<file path="config.mk">
export PLATFORM = sky130hd
export DESIGN_NAME = cpu_run_ctrl
export DESIGN_NICKNAME = d
export VERILOG_FILES = /design/src/rtl/cpu_run_ctrl.sv
export SDC_FILE = /design/constraint.sdc
export NUM_CORES = 1
export LEC_CHECK = 0
export CAP_MARGIN = 40
export CORE_AREA = 5 5 43 73
export DETAILED_ROUTE_END_ITERATION = 10
export DIE_AREA = 0 0 48 78
export PLACE_DENSITY = 0.76
export SLEW_MARGIN = 20
export SYNTH_ARGS = -nofsm -noshare
export SYNTH_HDL_FRONTEND = slang
export SYNTH_SLANG_ARGS = --single-unit
</file>
<file path="constraint.sdc">
create_clock -name clk -period 1.7 [get_ports clk]
set_clock_uncertainty 0.15 [all_clocks]
set_input_delay 0.34 -clock clk [delete_from_list [all_inputs] [get_ports clk]]
set_output_delay 0.34 -clock clk [all_outputs]
set_load 0.1 [all_outputs]
</file>
<file path="src/rtl/cpu_run_ctrl.sv">
// cpu_run_ctrl: run/step sequencer between the board inputs and the riscv_i core.
// Produces a timed core reset after system reset, a clock enable that either
// free-runs at a programmable rate or single-steps from a debounced push button,
// and parks the core while it signals halt.
// Optional feature macro: CPU_CE_COUNT_EN adds a 32-bit count of enabled cycles.
module cpu_run_ctrl #(
  parameter int RST_HOLD   = 16,
  parameter int DIV_W      = 4,
  parameter int DEB_CYCLES = 4
) (
  input  logic             clk,
  input  logic             reset,
  input  logic             mode_run,
  input  logic             step_btn,
  input  logic [DIV_W-1:0] div_sel,
  input  logic             cpu_halt,
  output logic             cpu_reset,
  output logic             cpu_ce,
`ifdef CPU_CE_COUNT_EN
  output logic [31:0]      ce_count,
`endif
  output logic [1:0]       state
);

  localparam int HOLD_W = (RST_HOLD > 1) ? $clog2(RST_HOLD) : 1;
  localparam int DEB_W  = (DEB_CYCLES > 1) ? $clog2(DEB_CYCLES) : 1;
  localparam logic [HOLD_W-1:0] HOLD_LAST = HOLD_W'(RST_HOLD - 1);
  localparam logic [DEB_W-1:0]  DEB_LAST  = DEB_W'(DEB_CYCLES - 1);

  typedef enum logic [1:0] {
    ST_RESET = 2'b00,
    ST_RUN   = 2'b01,
    ST_STEP  = 2'b10,
    ST_HALT  = 2'b11
  } run_state_t;

  run_state_t        state_q, state_nx;
  logic [HOLD_W-1:0] hold_q, hold_nx;
  logic [DIV_W-1:0]  dc_q, dc_nx;
  logic [DIV_W-1:0]  div_q, div_nx;
  logic              ce_nx;
  logic              mode_s1, mode_s2;
  logic              step_s1, step_s2;
  logic              deb, deb_q;
  logic [DEB_W-1:0]  deb_cnt;
  logic              step_rise;

  // Bring the asynchronous switch and button into the clk domain.
  always_ff @(posedge clk) begin
    if (!reset) begin
      mode_s1 <= 1'b0;
      mode_s2 <= 1'b0;
      step_s1 <= 1'b0;
      step_s2 <= 1'b0;
    end else begin
      mode_s1 <= mode_run;
      mode_s2 <= mode_s1;
      step_s1 <= step_btn;
      step_s2 <= step_s1;
    end
  end

  // Accept a new button level only after it has held for DEB_CYCLES samples.
  always_ff @(posedge clk) begin
    if (!reset) begin
      deb     <= 1'b0;
      deb_q   <= 1'b0;
      deb_cnt <= '0;
    end else begin
      deb_q <= deb;
      if (step_s2 == deb) begin
        deb_cnt <= '0;
      end else if (deb_cnt == DEB_LAST) begin
        deb     <= step_s2;
        deb_cnt <= '0;
      end else begin
        deb_cnt <= deb_cnt + 1'b1;
      end
    end
  end

  assign step_rise = deb & ~deb_q;

  // State register plus the registered core reset and clock enable.
  always_ff @(posedge clk) begin
    if (!reset) begin
      state_q   <= ST_RESET;
      hold_q    <= '0;
      dc_q      <= '0;
      div_q     <= '0;
      cpu_reset <= 1'b1;
      cpu_ce    <= 1'b0;
    end else begin
      state_q   <= state_nx;
      hold_q    <= hold_nx;
      dc_q      <= dc_nx;
      div_q     <= div_nx;
      cpu_reset <= (state_nx == ST_RESET);
      cpu_ce    <= ce_nx;
    end
  end

  // Next state, counters and enable; the reset-exit edge already counts as the first run cycle.
  always_comb begin
    state_nx = state_q;
    hold_nx  = hold_q;
    dc_nx    = dc_q;
    div_nx   = div_q;
    ce_nx    = 1'b0;
    case (state_q)
      ST_RESET: begin
        if (hold_q == HOLD_LAST) begin
          hold_nx = '0;
          if (mode_s2) begin
            state_nx = ST_RUN;
            div_nx   = div_sel;
            if (div_sel == '0) begin
              ce_nx = 1'b1;
              dc_nx = '0;
            end else begin
              dc_nx = DIV_W'(1);
            end
          end else begin
            state_nx = ST_STEP;
            dc_nx    = '0;
          end
        end else begin
          hold_nx = hold_q + 1'b1;
        end
      end
      ST_RUN: begin
        if (cpu_halt) begin
          state_nx = ST_HALT;
        end else if (!mode_s2) begin
          state_nx = ST_STEP;
          dc_nx    = '0;
        end else if (dc_q == div_q) begin
          ce_nx  = 1'b1;
          dc_nx  = '0;
          div_nx = div_sel;
        end else begin
          dc_nx = dc_q + 1'b1;
        end
      end
      ST_STEP: begin
        if (cpu_halt) begin
          state_nx = ST_HALT;
        end else if (mode_s2) begin
          state_nx = ST_RUN;
          dc_nx    = '0;
          div_nx   = div_sel;
        end else begin
          ce_nx = step_rise;
        end
      end
      ST_HALT: begin
        if (step_rise) begin
          if (mode_s2) begin
            state_nx = ST_RUN;
            dc_nx    = '0;
            div_nx   = div_sel;
          end else begin
            state_nx = ST_STEP;
          end
        end
      end
      default: begin
        state_nx = ST_RESET;
      end
    endcase
  end

`ifdef CPU_CE_COUNT_EN
  // Count every cycle the core was enabled; wraps naturally at 2^32.
  always_ff @(posedge clk) begin
    if (!reset) begin
      ce_count <= '0;
    end else if (cpu_ce) begin
      ce_count <= ce_count + 32'd1;
    end
  end
`endif

  assign state = state_q;

endmodule

</file>
**After elaboration in Yosys (flattened, before gate mapping)**

Index checks and enable logic that the tools add are counted.

- Bits in read-only memories: 0
- Bits in registers: 24
- Memories kept: 0
- Latch bits: 0
- Input bits: 9
- Memory bits (writable): 0

- Add/subtract/negate cells: 3
- Multiplexer cells: 36
- Bitwise logic cells: 4
- Reduce and logical (&&, ||, !) cells: 7
- Magnitude comparators: 0
- $mul: 0
- Shifts and indexed selects: 0
- Div/mod/pow operators: 0
- Eq/ne operators: 13

Operators by type and width:

| cell | count |
|---|---|
| 4-bit two-way mux | 16 |
| 4-bit case mux with 4 select lines | 2 |
| 2-bit two-way mux | 7 |
| 2-bit != test (second input constant) | 6 |
| 1-bit two-way mux | 9 |
| 4-bit by 1-bit adder with 4-bit output (second input constant) | 2 |
| 2-bit case mux with 4 select lines | 1 |
| 2-bit == test (second input constant) | 3 |
| 6-bit AND reduction | 1 |
| 4-bit == test | 1 |
| 4-bit == test (second input constant) | 1 |
| 2-bit logical NOT | 2 |
| 4-bit logical NOT | 1 |
| 4-bit AND reduction | 1 |
| 1-bit NOT | 3 |
| 1-bit case mux with 3 select lines | 1 |
| 3-bit OR reduction | 1 |
| 2-bit by 1-bit adder with 2-bit output (second input constant) | 1 |
| 2-bit by 1-bit == test with 1-bit output (second input constant) | 1 |
| 2-bit AND reduction | 1 |
| 1-bit AND | 1 |
| 1-bit == test | 1 |

**Longest topological paths before layout**

Gate-level depths: netlist (run 1).

- Depth in word-level cells: 5
- Depth in mapped cells: 5

**Least setup slack after synthesis (run 1)**

Ideal clock, no wire load.

- Kind: flip-flop to flip-flop
- Start: reg state_q[0] (netlist: state[0])
- End: reg div_q[0]
- Data arrival time: 2.090 ns
- Setup time: 0.072 ns
- Period minus slack after synthesis: 2.311 ns
- Data required time: 1.478 ns
- Stages on the path, launching flop included: 5
- Path slack: -0.611 ns
- Path through: dfxtp_1 and3b_2 o21ai_2 a2111oi_4 mux2i_1

- Cells in the longest elaborated chain, start to end: 3

RTL lines:

| element | RTL line | text |
|---|---|---|
| start: declaration | 37 | `run_state_t state_q, state_nx;` |
| start signal: assignment | 94 | `state_q <= state_nx;` |
| 2-bit by 1-bit == test with 1-bit output (tied with other cells) | 110 | `case (state_q)` |
| 2-bit != test (no source line) | n/a |  |
| 6-bit AND reduction (no source line) | n/a |  |
| end signal: assignment | 97 | `div_q <= div_nx;` |
| end: declaration | 40 | `logic [DIV_W-1:0] div_q, div_nx;` |

Several ways; a longest one is shown, not always the timed one.
A chain may end at the register's enable or synchronous reset.

**Final worst setup path (run 1)**

- Start: reg dc_q[1]
- End: reg div_q[2]

- Cells in the longest elaborated chain, start to end: 3

RTL lines:

| element | RTL line | text |
|---|---|---|
| start: declaration | 39 | `logic [DIV_W-1:0] dc_q, dc_nx;` |
| start signal: assignment | 96 | `dc_q <= dc_nx;` |
| 4-bit == test | 137 | `end else if (dc_q == div_q) begin` |
| 2-bit != test (no source line) | n/a |  |
| 6-bit AND reduction (no source line) | n/a |  |

Every way passes these cells.

==> results of run 1 <==
[critical path: cells and delay by family, from the launching register on]
kind,cells,cell delay (ns)
flops,1,0.35
compound gates,1,0.29
xor+xnor,1,0.23
mux,1,0.20
buf+inv,1,0.19
simple gates,1,0.14
[per-stage QoR]
step / area, µm² / instances / hold slack, ns / setup TNS, ns / utilization [%]
finish: 1627 / 179 / 0.2800 / 0 / 66.06
global route: 1627 / 179 / 0.3104 / -0.02090 / 66.06
CTS: 1536 / 175 / 0.2847 / 0 / 62.40
detailed placement: 1464 / 170 / 0.2696 / -1.777 / 59.45
global placement: 1464 / 170 / 0.2618 / -1.526 / 59.45
floorplan: 1185 / 122 / 0.2556 / -0.04842 / -
[worst min-delay path by stage]
stage                            endpoint  slack (ns)  cells after the start
floorplan           deb_cnt[0]$_SDFF_PP0_        0.26                      1
global placement    deb_cnt[0]$_SDFF_PP0_        0.26                      1
detailed placement     mode_s2$_SDFF_PN0_        0.27                      1
CTS                 deb_cnt[0]$_SDFF_PP0_        0.28                      1
global route        deb_cnt[0]$_SDFF_PP0_        0.31                      1
finish              deb_cnt[0]$_SDFF_PP0_        0.28                      1
[cell families after synthesis]
kind of cell             count (synthesis)  synth area share (%)
buffers and inverters                    9                 3.115
AND/OR/NAND/NOR                         48                 23.52
adder cells (fa/ha/maj)                  3                 3.223
flip-flops                              24                 41.25
multiplexers                             6                 5.263
XOR/XNOR                                 6                 6.445
AO/OA/AOI/OAI                           26                 17.19
[cell usage in the layout (no fill, tap or decap), drive strengths merged, types with 2 or more instances in the layout]
cell | synthesis | routed
nand3b | 2 | 2
ha | 3 | 3
inv | 4 | 4
o211ai | 2 | 2
nand2 | 17 | 17
clkbuf | 3 | 4
nand4 | 5 | 5
mux2i | 5 | 5
a31oi | 2 | 2
a21oi | 8 | 8
clkdlybuf4s50 | 0 | 7
dfxtp | 24 | 24
nor4 | 2 | 2
o21ai | 5 | 5
buf | 2 | 24
nor2 | 6 | 6
xnor2 | 6 | 6
and2 | 6 | 6
[timing repair]
item,CTS,global route
hold buffers,0,0
buffers inserted,1,4
endpoints found under the setup margin,4,8
pin swaps,1,4
resized for setup,5,9
[final cells by class]
| class | instances | area, µm² |
|---|---|---|
| well taps | 26 | 32.53 |
| repair buffers | 32 | 309.0 |
| flip-flops and latches | 24 | 496.7 |
| fillers | 206 | 835.8 |
| inverters | 4 | 15.01 |
| clock buffers | 4 | 55.05 |
| multi-input cells | 89 | 718.2 |
[metal layers]
metal / share of wire (%) / global-route usage, % / wire length (µm) / vias up
li1: - / - / - / 504
met1: 37 / 16.17 / 1032 / 486
met2: 57 / 29.31 / 1596 / 23
met3: 2.6 / 2.778 / 73 / 10
met4: 3.7 / 11.32 / 104 / 0
met5: 0 / 0 / 0 / -
[cells in the mapped netlist]
cell | n | area, µm²
a21o_1 | 1 | 7.510
ha_1 | 3 | 37.54
a311o_2 | 1 | 11.26
xnor2_1 | 3 | 26.28
nor2_1 | 6 | 22.52
nor4_1 | 2 | 12.51
and4bb_2 | 1 | 12.51
buf_2 | 2 | 10.01
a31oi_1 | 2 | 12.51
and2_1 | 5 | 31.28
nand3_1 | 1 | 5.000
o211ai_1 | 2 | 15.01
nand4_2 | 1 | 12.51
nor4b_1 | 1 | 8.760
and2_2 | 1 | 7.510
inv_1 | 4 | 15.01
or3b_1 | 1 | 8.760
nor3_1 | 1 | 5.000
a2111oi_4 | 1 | 27.53
o32ai_1 | 1 | 8.760
a21oi_1 | 8 | 40.04
dfxtp_1 | 24 | 480.5
mux2i_1 | 5 | 50.05
o22ai_1 | 1 | 6.260
and2b_4 | 1 | 10.01
and3b_2 | 1 | 10.01
nand3b_2 | 1 | 11.26
o21ai_0 | 3 | 15.01
a41oi_1 | 1 | 8.760
xnor2_2 | 3 | 48.80
mux2_2 | 1 | 11.26
and3_1 | 1 | 6.260
nand3b_1 | 1 | 7.510
o21a_1 | 1 | 7.510
nand2_1 | 17 | 63.81
a211oi_1 | 1 | 7.510
nand4_1 | 4 | 25.02
o21ai_2 | 2 | 17.52
or3_1 | 1 | 6.260
clkbuf_1 | 3 | 11.26
or4_1 | 1 | 7.510
a311oi_2 | 1 | 15.01
[power by group]
part / internal, mW / switching, mW / total [mW]
Clock: 0.207 / 0.175 / 0.382
Sequential: 0.569 / 0.0117 / 0.581
Combinational: 0.0507 / 0.0415 / 0.0921
Total: 0.827 / 0.228 / 1.06
[flip-flops by register name, indices dropped and copies added (netlist names)]
register,count
state,2
hold_q,4
mode_s2,1
deb,1
mode_s1,1
dc_q,4
cpu_ce,1
step_s2,1
step_s1,1
div_q,4
deb_cnt,2
deb_q,1
cpu_reset,1
==> qor.yml, run 1 <==
clock_latency_ns: 0.27
status: "finished clean"
yosysUniqueCellTypes: 42
cp_slowest_stage_delay_ns: 0.35
period_minus_slack_ns: 1.632
die_w_um: 48
drt.antenna.violating_nets: 0
finalSetupViolCount: 0
start_util_pct: 47.31
clk_path_buf_depth: 2
fin_nets: 166
cts_root_buf: "clkbuf_8"
slew_headroom_pct: 69.00
max_freq_mhz: 612.7
portBuffers: 12
vias: 1023
grt_pass1_vias: 1082
min_path_type: "flip-flop to flip-flop"
grt_use_total_pct: 16.75
ys_seq_elements: 24
rsz0062_at_grt: "true"
synth_nets: 134
fin_crit_sh_pct: 96.01
reg2reg_slack_ns: 0.07
clkSlewWorstSetupHoldPaths_ns: 0.08
crit_arrival_ns: 1.68
hpwl_um: 2083
drt_iter0_markers: 34
cts.htree.levels: 1
r2r-start: "dc_q[1]$_SDFFE_PN0P_"
grt_overflow: 0
power_density_mw_per_mm2: 648.7
die_y_um: 78
timing.rr.end: "div_q[2]$_SDFFE_PN0P_"
cts_tree: "built"
dr.pass1.iters: 4
clock_sinks: 24
viasPerCell: 5.715
layout_setup_ws_ns: 0.06788
critPathRequiredTime_ns: 1.75
core-area_mm2: 0.002462
drcViolationCount: 0
crit_slowest_cell: "dfxtp_1"
end_kind: "flip-flop"
crit_path_cell_trace: "xnor2_2, nand4_4, a2111oi_4, buf_4, mux2i_1"
min-delay-start: "deb_cnt[0]$_SDFF_PP0_"
rows: 24
grt_max_degree: 17
ff2ff_path_depth: 5
cts_made_buffers: 3
preCtsSetupSlack_ns: -0.2870
wl_per_cell_um: 15.68
antenna_found_initial: 0
synth_warnings: 0
p_leak_nw: 0.5944
io-pin-count: 13
dieArea_mm2: 0.003744
grt_pass1_wl_um: 4533
area_growth_pct: 39.63
drive_gt1_share_pct: 33.99
cp-start-kind: "flip-flop"
seq_area_frac_synth_pct: 41.25
cp_max_fo: 4
crit_path_start: "dc_q[1]$_SDFFE_PN0P_"
hold_viol: 0
syn_area_per_cell_um2: 9.548
path_class: "flip-flop to flip-flop"
diodes: 0
vdd_drop_max_mv: 0.5709
place.gp.congestion: 0.7634
routed_wl_um: 2807
critPathCapture: "div_q[2]$_SDFFE_PN0P_"
cap_violations: 0
p_total_mw: 1.055
tightest_slew_ns: 0.4590
slew_violations: 0
netlist_area_mm2: 0.001165
netlist_instances: 122
Power figures use the tool's default switching activity.
==> run 2: changes to the inputs <==
--- a/config.mk
+++ b/config.mk
@@ -6,10 +6,11 @@
 export NUM_CORES = 1
 export LEC_CHECK = 0
 export CAP_MARGIN = 40
-export CORE_AREA = 5 5 43 73
+export CORE_AREA = 5 5 43 72
+export CTS_BUF_LIST = sky130_fd_sc_hd__clkbuf_4
 export DETAILED_ROUTE_END_ITERATION = 10
-export DIE_AREA = 0 0 48 78
-export PLACE_DENSITY = 0.76
+export DIE_AREA = 0 0 48 77
+export PLACE_DENSITY = 0.77
 export SLEW_MARGIN = 20
 export SYNTH_ARGS = -nofsm -noshare
 export SYNTH_HDL_FRONTEND = slang
==> qor.yml, run 2 (synthesis gave the netlist of run 1 again) <==
grt_overflow: 0
core-area_mm2: 0.002462
io-pin-count: 13
pwr-share-seq_pct: 63.0
ff2ff_path_depth: 6
fin_nets: 167
start_util_pct: 47.31
cp_max_fo: 5
top_regs: "dc_q (4), div_q (4), hold_q (4)"
die_y_um: 77
end_kind: "flip-flop"
final_core_util_pct: 63.57
p_int_mw: 0.7031
routed_wl_um: 2733
cts_root_buf: "clkbuf_4"
min-delay-start: "deb_cnt[0]$_SDFF_PP0_"
final_cell_mix: "buf_4 (21), dfxtp_1 (18), nand2_1 (17)"
final_common_cell: "buf_4"
clkSlewWorstSetupHoldPaths_ns: 0.13
r2r-start: "hold_q[0]$_SDFFE_PN0N_"
hold_viol: 0
min_path_type: "flip-flop to flip-flop"
crit_arrival_ns: 1.81
drt_iter0_markers: 21
antenna_found_initial: 0
critPathRequiredTime_ns: 1.80
p_sw_share_pct: 23.71
p_leak_nw: 0.5778
die_w_um: 48
preCtsSetupSlack_ns: -0.3201
rows: 24
clk_path_buf_depth: 2
dr.pass1.iters: 4
dieArea_mm2: 0.003696
clock_sinks: 24
register_area_um2: 495.5
vias: 1040
portBuffers: 12
period_minus_slack_ns: 1.710
cap_violations: 0
finalSetupViolCount: 2
clock_power_share_pct: 27.6
cts_hold_buf: 0
cts_tree: "built"
grt_use_total_pct: 15.30
combPwrFrac_pct: 9.4
path_class: "flip-flop to flip-flop"
timing.rr.end: "dc_q[2]$_SDFFE_PN0P_"
clock_latency_ns: 0.32
multi_input_area_um2: 679.4
tightest_slew_ns: 0.4474
slew_headroom_pct: 69.78
grt_max_degree: 15
vdd_drop_max_mv: 0.3575
layout_setup_ws_ns: -0.01025
violations: "negative setup slack"
grt_pass1_vias: 1053
status: "complete, but fails checks"
whs_path_depth: 1
wl_per_cell_um: 15.18
max_freq_mhz: 584.7
rsz0062_at_grt: "true"
slew_violations: 0
grt_pass1_wl_um: 4257
drcViolationCount: 0
drive_gt1_share_pct: 33.77
fin_area_mm2: 0.001565
drt.antenna.violating_nets: 0
cts_made_buffers: 3
cts.htree.levels: 1
hpwl_um: 1990
place_area_mm2: 0.001456
fillers: 203
reg2reg_slack_ns: -0.01
p_switching_mw: 0.2185
power_density_mw_per_mm2: 588.7
viasPerCell: 5.778
hold_end: "deb_cnt[0]$_SDFF_PP0_"
cp-start-kind: "flip-flop"
diodes: 0
place.gp.congestion: 0.8796
fin_crit_sh_pct: 100.6
area_growth_pct: 34.37
run 2: power groups by stage:
stage          clock (mW)  sequential (mW)  combinational, mW
5_1_grt             0.284            0.583             0.0961
3_5_place_dp            0            0.592             0.0835
4_1_cts             0.260            0.580             0.0838
2_1_floorplan           0            0.596             0.0347
3_3_place_gp            0            0.592             0.0813
6_report            0.254            0.581             0.0870
run 2: layer usage:
layer	GRT usage (%)	routed length, µm
met5	0	0
met4	8.086	76
met3	2.342	129
met2	26.66	1520
met1	16.01	1006
run 2: stage by stage:
step	setup TNS, ns	instances	hold slack, ns	power, mW
detailed placement	-1.926	169	0.2730	0.6759
CTS	0	175	0.3030	0.9240
global route	-0.4613	180	0.3192	0.9625
floorplan	-0.04842	122	0.2556	0.6311
global placement	-1.524	169	0.2618	0.6729
finish	-0.01812	180	0.2972	0.9215
run 2: layout make-up:
class / count / area share [%]
Clock buffer: 3 / 1.439
Clock inverter: 1 / 0.2398
Inverter: 4 / 0.9592
Multi-Input combinational cell: 89 / 43.41
Sequential cell: 24 / 31.65
Tap cell: 26 / 2.078
Timing Repair Buffer: 33 / 20.22
run 2: what timing repair did:
action / in CTS / in global routing
setup buffers: 2 / 5
gates resized for setup: 6 / 4
setup endpoints to repair: 5 / 6
pin swaps: 2 / 1
run 2: worst max-delay path by stage:
stage                      startpoint                     to  slack [ns]  depth (start not counted)
2_1_floorplan     state[0]$_SDFF_PN0_  div_q[0]$_SDFFE_PN0P_       -0.01                          4
5_1_grt        hold_q[0]$_SDFFE_PN0N_   dc_q[1]$_SDFFE_PN0P_       -0.10                          6
3_3_place_gp                 cpu_halt   dc_q[0]$_SDFFE_PN0P_       -0.25                          5
3_5_place_dp                 cpu_halt  div_q[1]$_SDFFE_PN0P_       -0.32                          6
6_report       hold_q[0]$_SDFFE_PN0N_   dc_q[2]$_SDFFE_PN0P_       -0.01                          6
4_1_cts        hold_q[0]$_SDFFE_PN0N_  div_q[1]$_SDFFE_PN0P_       0.006                          6
run 2: critical path, stage by stage, from the launching register on:
cell	delay, ns
dfxtp_1	0.41
ha_4	0.18
a311oi_2	0.12
buf_4	0.17
a21oi_1	0.29
nand4_1	0.15
o22ai_1	0.17
